[src/rtl/mandala_frame_scheduler.sv]
// mandala_frame_scheduler: frame-synchronous animation state (phase,
// palette, mode) with run/pause/single-step pushbutton control.
module mandala_frame_scheduler #(
  parameter int SYNC_STAGES = 2,
  parameter int PALETTES    = 6,
  parameter int PHASE_W     = 8
) (
  input  logic               clk,
  input  logic               rst_n,
  input  logic               vsync,
  input  logic               btn_pause,
  input  logic               btn_next,
  input  logic [1:0]         speed,
  input  logic [1:0]         mode_req,
  output logic [PHASE_W-1:0] phase,
  output logic [2:0]         palette,
  output logic [1:0]         mode,
  output logic               frame_tick,
  output logic               paused
);
  typedef enum logic {RUN, PAUSE} state_e;
  localparam logic [2:0] PAL_LAST = 3'(PALETTES - 1);

  state_e                 state_q, state_d;
  logic [SYNC_STAGES-1:0] psync_q, psync_d;
  logic [SYNC_STAGES-1:0] nsync_q, nsync_d;
  logic                   pbtn_q, pbtn_d;
  logic                   nbtn_q, nbtn_d;
  logic                   vsync_q, vsync_d;
  logic                   preq_q, preq_d;
  logic                   nreq_q, nreq_d;
  logic [2:0]             fcnt_q, fcnt_d;
  logic [PHASE_W-1:0]     phase_q, phase_d;
  logic [2:0]             pal_q, pal_d;
  logic [1:0]             mode_q, mode_d;
  logic                   tick_q, tick_d;
  logic                   paused_q, paused_d;
  logic                   p_edge, n_edge, f_edge, step;
  logic [2:0]             cnt_lim;

  always_comb begin
    unique case (speed)
      2'd0:    cnt_lim = 3'd0;
      2'd1:    cnt_lim = 3'd1;
      2'd2:    cnt_lim = 3'd3;
      default: cnt_lim = 3'd7;
    endcase
  end

  always_comb begin
    psync_d = {psync_q[SYNC_STAGES-2:0], btn_pause};
    nsync_d = {nsync_q[SYNC_STAGES-2:0], btn_next};
    pbtn_d  = psync_q[SYNC_STAGES-1];
    nbtn_d  = nsync_q[SYNC_STAGES-1];
    vsync_d = vsync;
    p_edge  = psync_q[SYNC_STAGES-1] & ~pbtn_q;
    // a simultaneous pause press wins; the next press is dropped
    n_edge  = nsync_q[SYNC_STAGES-1] & ~nbtn_q & ~p_edge;
    f_edge  = vsync & ~vsync_q;

    state_d = state_q;
    fcnt_d  = fcnt_q;
    mode_d  = mode_q;
    tick_d  = f_edge;
    step    = 1'b0;
    preq_d  = preq_q | p_edge;
    nreq_d  = nreq_q | (n_edge & (state_q == PAUSE));

    if (f_edge) begin
      mode_d = mode_req;
      preq_d = p_edge;
      nreq_d = n_edge & (state_q == PAUSE);
      if (preq_q) begin
        state_d = (state_q == RUN) ? PAUSE : RUN;
        if (state_q == PAUSE) fcnt_d = '0;
      end else if (state_q == RUN) begin
        if (fcnt_q >= cnt_lim) begin
          step   = 1'b1;
          fcnt_d = '0;
        end else begin
          fcnt_d = fcnt_q + 3'd1;
        end
      end else begin
        step = nreq_q;
      end
    end

    phase_d = phase_q;
    pal_d   = pal_q;
    if (step) begin
      phase_d = phase_q + 1'b1;
      if (&phase_q)
        pal_d = (pal_q == PAL_LAST) ? 3'd0 : pal_q + 3'd1;
    end
    paused_d = (state_d == PAUSE);
  end

  always_ff @(posedge clk or negedge rst_n) begin
    if (!rst_n) begin
      state_q  <= RUN;
      psync_q  <= '0;
      nsync_q  <= '0;
      pbtn_q   <= 1'b0;
      nbtn_q   <= 1'b0;
      vsync_q  <= 1'b0;
      preq_q   <= 1'b0;
      nreq_q   <= 1'b0;
      fcnt_q   <= '0;
      phase_q  <= '0;
      pal_q    <= '0;
      mode_q   <= '0;
      tick_q   <= 1'b0;
      paused_q <= 1'b0;
    end else begin
      state_q  <= state_d;
      psync_q  <= psync_d;
      nsync_q  <= nsync_d;
      pbtn_q   <= pbtn_d;
      nbtn_q   <= nbtn_d;
      vsync_q  <= vsync_d;
      preq_q   <= preq_d;
      nreq_q   <= nreq_d;
      fcnt_q   <= fcnt_d;
      phase_q  <= phase_d;
      pal_q    <= pal_d;
      mode_q   <= mode_d;
      tick_q   <= tick_d;
      paused_q <= paused_d;
    end
  end

  assign phase      = phase_q;
  assign palette    = pal_q;
  assign mode       = mode_q;
  assign frame_tick = tick_q;
  assign paused     = paused_q;
endmodule
[config.mk]
export PLATFORM = sky130hd
export DESIGN_NAME = mandala_frame_scheduler
export DESIGN_NICKNAME = d
export VERILOG_FILES = /design/src/rtl/mandala_frame_scheduler.sv
export SDC_FILE = /design/constraint.sdc
export NUM_CORES = 1
export LEC_CHECK = 0
export CORE_ASPECT_RATIO = 0.7
export CORE_MARGIN = 5
export CORE_UTILIZATION = 54
export CTS_CLUSTER_SIZE = 10
export DETAILED_ROUTE_END_ITERATION = 8
export HOLD_SLACK_MARGIN = 0.08
export PLACE_DENSITY = 0.83
export SLEW_MARGIN = 20
export SYNTH_ARGS = -nofsm -noshare
export SYNTH_HDL_FRONTEND = slang
export SYNTH_SLANG_ARGS = --single-unit
[constraint.sdc]
create_clock -name clk -period 5.8 [get_ports clk]
set_input_delay 0.58 -clock clk [delete_from_list [all_inputs] [get_ports clk]]
set_output_delay 0.58 -clock clk [all_outputs]
set_load 0.005 [all_outputs]
== Word level (Yosys, flattened, before mapping) ==
Index checks and enable logic that the tools add are counted.

* Register bits: 27
* Latch bits: 0
* RAM bits: 0
* Bits in read-only memories: 0
* Output and inout bits: 15
* Logic and storage cells: 50
* Memories kept: 0

* Add/sub/neg operators: 3
* $mul: 0
* Divide/modulo/power cells: 0
* Magnitude comparators: 1
* Equal/unequal tests: 5
* Shift-type cells: 0
* Mux-type cells: 13
* Bitwise operators: 11
* Reductions and logical operators: 4

{| class="wikitable"
|+ Operator list
! cell !! number
|-
| 3-bit two-way mux || 5
|-
| 3-bit case mux with 3 select lines || 1
|-
| 9-bit AND reduction || 1
|-
| 8-bit by 1-bit adder with 8-bit output (second input constant) || 1
|-
| 1-bit two-way mux || 7
|-
| 3-bit by 1-bit adder with 3-bit output (second input constant) || 2
|-
| 1-bit AND || 5
|-
| 1-bit inverter || 4
|-
| 3-bit == test (second input constant) || 1
|-
| 3-bit >= comparator || 1
|-
| 3-bit AND reduction || 1
|-
| 2-bit by 1-bit == test with 1-bit output (second input constant) || 1
|-
| 2-bit == test (second input constant) || 1
|-
| 2-bit zero test || 1
|-
| 2-bit by 1-bit inequality test with 1-bit output (second input constant) || 1
|-
| 2-bit inequality test (second input constant) || 1
|-
| 1-bit bitwise OR || 2
|-
| 2-bit AND reduction || 1
|}

== Depth between registers and ports, before layout ==
Gate-level depths: netlist of run 1.

* Word-level depth: 8
* Depth in mapped cells: 7

== Worst setup path before layout of run 1 ==
No wires, ideal clock.

* Path type: input-to-reg
* Start: input speed[1]
* End: register phase_q[1] (netlist: phase[1])
* Arrival time: 2.132 ns
* Data required time: 5.673 ns
* Path slack: 3.541 ns
* Stages on the path: 7
* Cell sequence: or2_2 ha_1 nand2b_1 a311o_1 buf_2 nand2_2 mux2_1

* Longest elaborated chain between the ends: 7
* Elaborated cells on any way between the ends: 9

{| class="wikitable"
|+ RTL lines
! element !! RTL line !! RTL
|-
| start, declared || 13 || <nowiki>input logic [1:0] speed,</nowiki>
|-
| 2-bit == test (tied with other cells) || 42 || <nowiki>unique case (speed)</nowiki>
|-
| 3-bit case mux with 3 select lines * || 42 ||
|-
| 3-bit >= comparator * || 77 || <nowiki>if (fcnt_q >= cnt_lim) begin</nowiki>
|-
| 1-bit two-way mux * || 77 ||
|-
| 1-bit two-way mux * || 76 || <nowiki>end else if (state_q == RUN) begin</nowiki>
|-
| 1-bit two-way mux * || 73 || <nowiki>if (preq_q) begin</nowiki>
|-
| 1-bit two-way mux * || 69 || <nowiki>if (f_edge) begin</nowiki>
|-
| end signal, assigned || 124 || <nowiki>phase_q <= phase_d;</nowiki>
|-
| end, declared || 33 || <nowiki>logic [PHASE_W-1:0] phase_q, phase_d;</nowiki>
|}

Every way passes the cells marked *; elsewhere a longest branch is shown, timed or not.
A chain may end at the register's enable or synchronous reset.

== Final worst setup path of run 1 ==
* Start: input speed[1]
* End: register pal_q[1] (netlist: palette[1])

* Longest elaborated chain between the ends: 8
* Elaborated cells on any way between the ends: 10

{| class="wikitable"
|+ RTL lines
! element !! RTL line !! RTL
|-
| 2-bit == test (tied with other cells) || 42 ||
|-
| 3-bit case mux with 3 select lines * || 42 ||
|-
| 3-bit >= comparator * || 77 ||
|-
| 1-bit two-way mux * || 77 ||
|-
| 1-bit two-way mux * || 76 ||
|-
| 1-bit two-way mux * || 73 ||
|-
| 1-bit two-way mux * || 69 ||
|-
| 9-bit AND reduction (no line) * || -- ||
|-
| end signal, assigned || 125 || <nowiki>pal_q <= pal_d;</nowiki>
|-
| end, declared || 34 || <nowiki>logic [2:0] pal_q, pal_d;</nowiki>
|}

Marks and branches as above.

==> impl_summary.md, run 1 <==
Clock network
Hold repair after CTS inserted 0 buffers. Clock latency on the worst-skew pair, taken at its later pin, is 0.32 ns. The number of buffers inserted during clock tree synthesis is 3. The clock passes through at most 2 buffers. The clock net in this run drives a total of 27 sinks. After clock tree synthesis, the repair step resized 0 gates. Clock tree synthesis selected as its root buffer the cell clkbuf_4.

The number of setup buffers added after CTS is 0. In this run the number of H-tree levels came out at 1. TritonCTS built the clock tree.

Clock-pin slew was measured on the worst setup and hold paths at 0.14 ns.

Floorplanning
The die footprint is 3390 um^2. Row generation in the floorplan step produced 14 rows. The die height is 50.2 um.

The floorplan step defined a core boundary enclosing 2170 um^2. In this run the count of I/O pins placed on the die edge is 24. The initial utilization of the core area, before any placement, comes to 0.575. The die width is 67.5 um.

Layout
In the final layout, the share of cells above drive strength 1 is 0.100. The repair_antennas step left the layout with diodes totalling 0. Relative to the synthesized area, the layout overhead comes to 22.0%. The final standard cell area without fillers is 1520 um^2. After filler insertion, the fill cell instance count of the layout stands at 184. The count of cells in the finished layout, fillers not included, comes to 162. For this run, the post-layout net count is 145. For this run, the share of the core covered by cells in the final layout is 0.702.

Place
At the end of routability-driven placement, the weighted congestion stood at 0.768. After detailed placement, the design holds a cell count of 158. Once detailed placement completed, the half-perimeter wirelength came to 1690 um. The number of port buffers is 23. The standard cell area after detailed placement is 1490 um^2.

Power and ir drop
The design draws 518 uW. The power per unit of standard cell area is 340 nW/um^2. The cell leakage power is 0.677 nW. IR analysis of the VDD net gives a maximum drop of 0.000216 V.

Logic synthesis
By area the synthesized netlist is led by dfrtp_1 54%, xnor2_1 6.3%, ha_1 5.0%. The leading cell type by number of instances after synthesis is dfrtp_1. Dividing the synthesized area by the synthesized cell count gives 11.8 um^2. The cell count after synthesis came out at 106. The netlist uses 33 different library cells. The library cell with the largest summed area after synthesis is dfrtp_1. The multiplexer share of the synthesized area is 0.0271.

The sequential area share after synthesis is 0.541. During synthesis, Yosys emitted a total of 0 warnings. Of the total synthesized cell area, the portion taken by full adders, half adders and majority gates is 0.0501. The post-synthesis share of cell area spent on and, or, nand and nor gates is 0.204.

The flip-flop and latch count after synthesis is 27. In the synthesized netlist the dominant register cell turns out to be dfrtp_1. By count the netlist is led by 27 x dfrtp_1, 14 x nand2_1, 9 x xnor2_1. In this run the cell area of the synthesized design comes to 1250 um^2. The post-synthesis xor/xnor area fraction is 0.0631.

The fraction of registers with async set/reset is 1.00. The net count of the mapped netlist is 120. The complex-gate fraction of the synthesized area is 0.0731. The share of synthesized area in the top cell type comes to 0.541.

The dominant combinational cell family by area after synthesis is simple AND/OR/NAND/NOR gates. The number of flops mapped to enable cells by yosys is 0.

Routing
Dividing the detail-routed via count by the number of cells gives 5.23. The antenna violation net count after detailed routing is 0. The final routed wirelength across all metal layers is 2170 um. Summing over every cut layer, the via total after detailed routing is 847. In the final routed layout, each cell accounts on average for 13.4 um. The total iterations of the first detailed-routing run is 4. The post-route DRC violation count is 0.

The DRC violation total after the first TritonRoute iteration is 23.

Global route
The first global-routing pass estimated 3700 um of wire. Across every metal layer, demand over resource in global routing totals 0.145. The number of global-route vias before repair is 852. The remaining global-route overflow is 0.

The initial antenna violation count came to 0. Entering global routing, the biggest net connects 28 pins.

STA
The share of the clock period used by the worst path after layout is 0.425. The post-route setup TNS is 0 ns. On the final layout, the worst clock skew is 0.00891 ns.

Static timing analysis puts the maximum clock frequency at 0.406 GHz. For the pin with the worst max-slew slack, the measured transition is 0.421 ns. The max-slew headroom at the worst pin is 0.719. Setup repair after global routing left no endpoint under its margin. The hold violation total from the final report is 0. The number of max-slew violations in the final report is 0. The shortest period the worst path allows is 2.46 ns. The final number of setup-violating endpoints is 0.

Worst setup path
STA classifies the critical path endpoint as a flop. The critical path data required time is 6.01 ns. The highest fanout seen on the critical path is 9. The type of element launching the critical path is a primary input.

The logic depth of the worst register-to-register path is 6. At the worst endpoint, the arrival time is 2.68 ns. The worst setup path is of the in2reg kind.

Run
The max-capacitance violation count is 0.

Hold path
The tightest min-delay check is of the reg2reg type. Along the worst hold path, the cell count comes to 0.

Outcome
The flow ran to the end, and the final reports show no timing, DRC or antenna violations.
-- area by class of cell --
class,count,area [um^2],area share
Timing Repair Buffer,24,238,0.156
Clock inverter,1,7.51,0.00493
Clock buffer,3,22.5,0.0148
Tap cell,32,40.0,0.0263
Sequential cell,27,676,0.443
Inverter,5,18.8,0.0123
Multi-Input combinational cell,70,522,0.342
-- layout by cell type (no fill, tap or decap), types with 2 or more instances in the layout --
cell type	count
a22oi_1	2
and3_1	4
mux2_1	3
o21ai_0	3
nor2_1	2
ha_1	5
clkbuf_4	3
nor2b_1	2
a21o_1	2
nand2_1	14
dfrtp_1	27
nand4_1	2
nand3_1	5
xnor2_1	9
inv_1	5
clkdlybuf4s50_1	23
-- worst max-delay path, stage by stage --
cell and delay [ns]:
clkdlybuf4s50_1 0.43, or2_2 0.31, ha_1 0.27, nand2b_1 0.16, a311o_1 0.49, nand3_2 0.13
mux2_1 0.32
-- per-layer routing --
| layer | vias to the layer above | share of wire | GRT usage |
|---|---|---|---|
| li1 | 417 | - | - |
| met1 | 409 | 0.44 | 0.179 |
| met2 | 21 | 0.49 | 0.231 |
| met3 | 0 | 0.073 | 0.0625 |
| met4 | 0 | 0 | 0.0404 |
| met5 | - | 0 | 0 |
-- flip-flops by register name, indices dropped and copies added (netlist names) --
signal	flops
palette	3
paused	1
nbtn_q	1
nsync_q	2
nreq_q	1
mode	2
preq_q	1
pbtn_q	1
fcnt_q	3
vsync_q	1
frame_tick	1
phase	8
psync_q	2
-- metrics by stage --
stage          setup slack, ns  hold WS (ns)
6_report                  3.34         0.368
2_1_floorplan             3.54         0.284
4_1_cts                   3.34         0.371
3_3_place_gp              3.03         0.333
3_5_place_dp              2.98         0.337
5_1_grt                   3.22         0.375
-- path summary, 6_finish.rpt --
| path | start | end | slack [ns] |
|---|---|---|---|
| setup reg to reg | fcnt_q[0] | palette[1] | 3.82 |
| max in group asynchronous | rst_n | palette[0] | 4.95 |
| hold reg to reg | nsync_q[0] | nsync_q[1] | 0.37 |
| hold / removal | nsync_q[0] | nsync_q[1] | 0.37 |
| min in group asynchronous | rst_n | phase[0] | 0.60 |
| setup / recovery | speed[1] | palette[1] | 3.34 |
-- power by group --
part / internal, mW / switching [mW] / total [mW]
clock: 0.0264 / 0.0535 / 0.0799
combinational: 0.0913 / 0.0782 / 0.169
sequential: 0.222 / 0.0467 / 0.269
total: 0.340 / 0.178 / 0.518
-- logic make-up after synthesis --
group | count (synthesis)
simple gates | 40
flops | 27
compound gates | 13
xor+xnor | 9
buf+inv | 9
fa+ha+maj | 5
mux | 3
Note: power is estimated with default switching activity, not from simulation.
==> inputs of run 2 (changes only) <==
--- a/config.mk
+++ b/config.mk
@@ -7,11 +7,11 @@
 export LEC_CHECK = 0
 export CORE_ASPECT_RATIO = 0.7
 export CORE_MARGIN = 5
-export CORE_UTILIZATION = 54
+export CORE_UTILIZATION = 50
 export CTS_CLUSTER_SIZE = 10
 export DETAILED_ROUTE_END_ITERATION = 8
 export HOLD_SLACK_MARGIN = 0.08
-export PLACE_DENSITY = 0.83
+export PLACE_DENSITY = 0.77
 export SLEW_MARGIN = 20
 export SYNTH_ARGS = -nofsm -noshare
 export SYNTH_HDL_FRONTEND = slang
==> constraint.sdc (replaced) <==
create_clock -name clk -period 2.4 [get_ports clk]
set_input_delay 0.24 -clock clk [delete_from_list [all_inputs] [get_ports clk]]
set_output_delay 0.24 -clock clk [all_outputs]
set_load 0.005 [all_outputs]
==> run 2 against run 1 <==
Global-route usage decreased by 0.71 points. Largest cell class unchanged. Routed wire length increased by 0.32%. Core utilization decreased by 6.9 points.
==> impl_summary.md, run 2 (synthesis gave the netlist of run 1 again) <==
Outcome
The run finished with clean final reports.

Place
The number of instances in the placed design is 161 (+1.9%). The global placement routability congestion is 0.788 (+2.7%). The standard cell area after detailed placement is 1500 um^2 (+0.67%). The minimum setup slack after placement is -0.0111 ns (-2.99 ns). The number of port buffers is 23 (unchanged).

The detailed placement HPWL is 1660 um (-2.3%).

Worst setup path
Among all stages on the critical path, the largest delay is contributed by clkdlybuf4s50_1. The highest fanout seen on the critical path was 4 (-5). The worst setup path is of the in2reg kind. Traced cell by cell, the critical path runs through clkdlybuf4s50_1 -> or2_2 -> ha_1 -> nand2b_1 -> a311o_1 -> nand2_2 -> mux2_1. The type of element launching the critical path is a primary input.

STA classifies the critical path endpoint as a flop. The top cell family by delay on the critical path is simple AND/OR/NAND/NOR gates. The arrival time of data at the critical path endpoint is 2.28 ns (-0.40 ns). The biggest cell delay along the critical path is 0.44 ns (-0.05 ns). The critical path data required time is 2.62 ns (-3.39 ns). The critical path buffer and inverter count was 1 (unchanged).

Layout
The count of non-filler cells in the finished layout is 165 (+1.9%). The fraction of layout cells with a size suffix above 1 is 0.107 (+0.00687). In the layout the commonest cells are 27 x dfrtp_1, 23 x clkdlybuf4s50_1, 14 x nand2_1, 9 x xnor2_1.

The final core utilization is 0.633 (-0.0691). The final standard cell area without fillers came to 1530 um^2 (+0.49%). The layout overhead on the synthesized area is 22.6%. The number of antenna cells inserted is 0 (unchanged). The most common cell after layout, fill and taps aside is dfrtp_1. The flip-flop count of the largest register after layout is 8 (unchanged). The count of fill cells added during filler insertion is 187 (+1.6%). The layout net count is 146 (+0.69%).

Global route
The global-route wire length before repair is 3900 um (+5.4%). The remaining global-route overflow is 0 (unchanged). The largest net degree at the start of global routing came to 28 (unchanged).

The number of global-route vias before repair is 860 (+0.94%). The initial antenna violation count is 0 (unchanged). The total routing resource utilization after global routing is 0.138 (-0.00707).

STA
The clock skew after layout came to 0.00209 ns (-0.00682 ns). The final number of setup-violating endpoints was 0 (unchanged). The highest clock frequency the design can meet is 0.484 GHz. The max-slew headroom at the worst pin is 0.711 (-0.00815). For the finished layout, the period the worst path requires is 2.07 ns.

The worst-margin pin slew came to 0.433 ns (+0.0122 ns). The final worst slack is 0.333 ns (-3.00 ns). The number of max-slew violations in the final report came to 0 (unchanged). The hold violation total from the final report is 0 (unchanged).

Setup repair after global routing left no endpoint under its margin. The post-route setup TNS is 0 ns (unchanged). The worst hold slack after final layout was 0.278 ns (-0.0901 ns). In the finished design, the share of the clock period the worst path needs comes to 0.861.

Run
The max-capacitance violation count is 0 (unchanged).

Clock network
The number of setup buffers added after CTS is 0 (unchanged). The later-pin clock latency in the skew report is 0.31 ns (about the same). The post-cts repair resize count came to 0 (unchanged). The clock transition time at the flip-flop clock pins of the worst setup and hold paths is 0.14 ns (about the same). The total number of H-tree levels is 1 (unchanged).

The CTS tree is yes. The worst-case clock buffer depth is 2 (unchanged). The hold buffer count at cts came to 0 (unchanged). The clock sink count is 27 (unchanged). The number of buffers inserted during clock tree synthesis came to 3 (unchanged). The cell at the root of the clock tree is clkbuf_4.

Routing
The post-detailed-route wirelength per cell was 13.2 um (-1.5%). The antenna violation net count after detailed routing is 0 (unchanged). The post-route DRC violation count was 0 (unchanged). The DRC violation total after the first TritonRoute iteration came to 36 (+57%). The total number of vias is 844 (-0.35%). The final routed wirelength across all metal layers is 2180 um (+0.32%). The detail-routed via count per cell is 5.12 (-2.2%). The total iterations of the first detailed-routing run is 4 (unchanged).

Floorplanning
The cell row count is 15 (+1). The die height is 51.8 um (+3.1%). The die width is 69.7 um (+3.3%). The placeable core area is 2420 um^2 (+11%). The die footprint is 3610 um^2 (+6.6%).

The number of ports placed on the die boundary is 24 (unchanged). The starting density of the core came to 0.516 (-0.0591).

Power and ir drop
The power per unit of standard cell area is 826 nW/um^2 (+140%). The cell leakage power is 0.685 nW (+1.2%). The worst supply voltage drop on vdd is 0.000538 V (+150%). The total design power is 1.26 mW (+140%).

Hold path
The min-delay analysis places its worst path in the category in2async.
run 2: cell types whose count changed in the layout (fill, tap and decap cells not counted):
cell | previous run | this run
buf_4 | 1 | 2
clkinv_2 | 0 | 1
clkinvlp_4 | 1 | 0
run 2: worst register-to-register path, delay by kind of cell (launching register included):
family	cells	cell delay, ns
AOI/OAI and AO/OA	1	0.44
adders and majority gates	1	0.28
buffers and inverters	1	0.07
DFF	1	0.46
muxes	1	0.32
and+or+nand+nor	2	0.26
run 2: final timing paths:
check                              to       start  slack, ns  depth (start not counted)
max                          phase[1]    speed[1]       0.33                          7
min                          phase[6]       rst_n       0.28                          2
max reg2reg                  phase[1]   fcnt_q[0]       0.47                          6
min reg2reg                nsync_q[1]  nsync_q[0]       0.36                          0
max in group asynchronous   fcnt_q[2]       rst_n       1.87                          2
min in group clk           psync_q[0]   btn_pause       0.34                          1
run 2: area by class of cell:
class / instances / area [um^2] / area share
flip-flops and latches: 27 / 676 / 0.441
clock inverters: 1 / 5.00 / 0.00327
multi-input cells: 70 / 522 / 0.341
inverters: 5 / 18.8 / 0.0123
well taps: 34 / 42.5 / 0.0278
repair buffers: 25 / 245 / 0.160
clock buffers: 3 / 22.5 / 0.0147
run 2: power by group:
| part | switching (mW) | leakage (nW) | internal, mW |
|---|---|---|---|
| sequential | 0.114 | 0.340 | 0.537 |
| clock | 0.128 | 0.0177 | 0.0623 |
| combinational | 0.192 | 0.327 | 0.231 |
run 2: metal layers:
metal	track usage	routed length (um)	up-vias
met5	0	0	-
li1	-	-	423
met1	0.166	1020	399
met4	0.0382	30	0
met2	0.233	1010	18
met3	0.0541	124	4
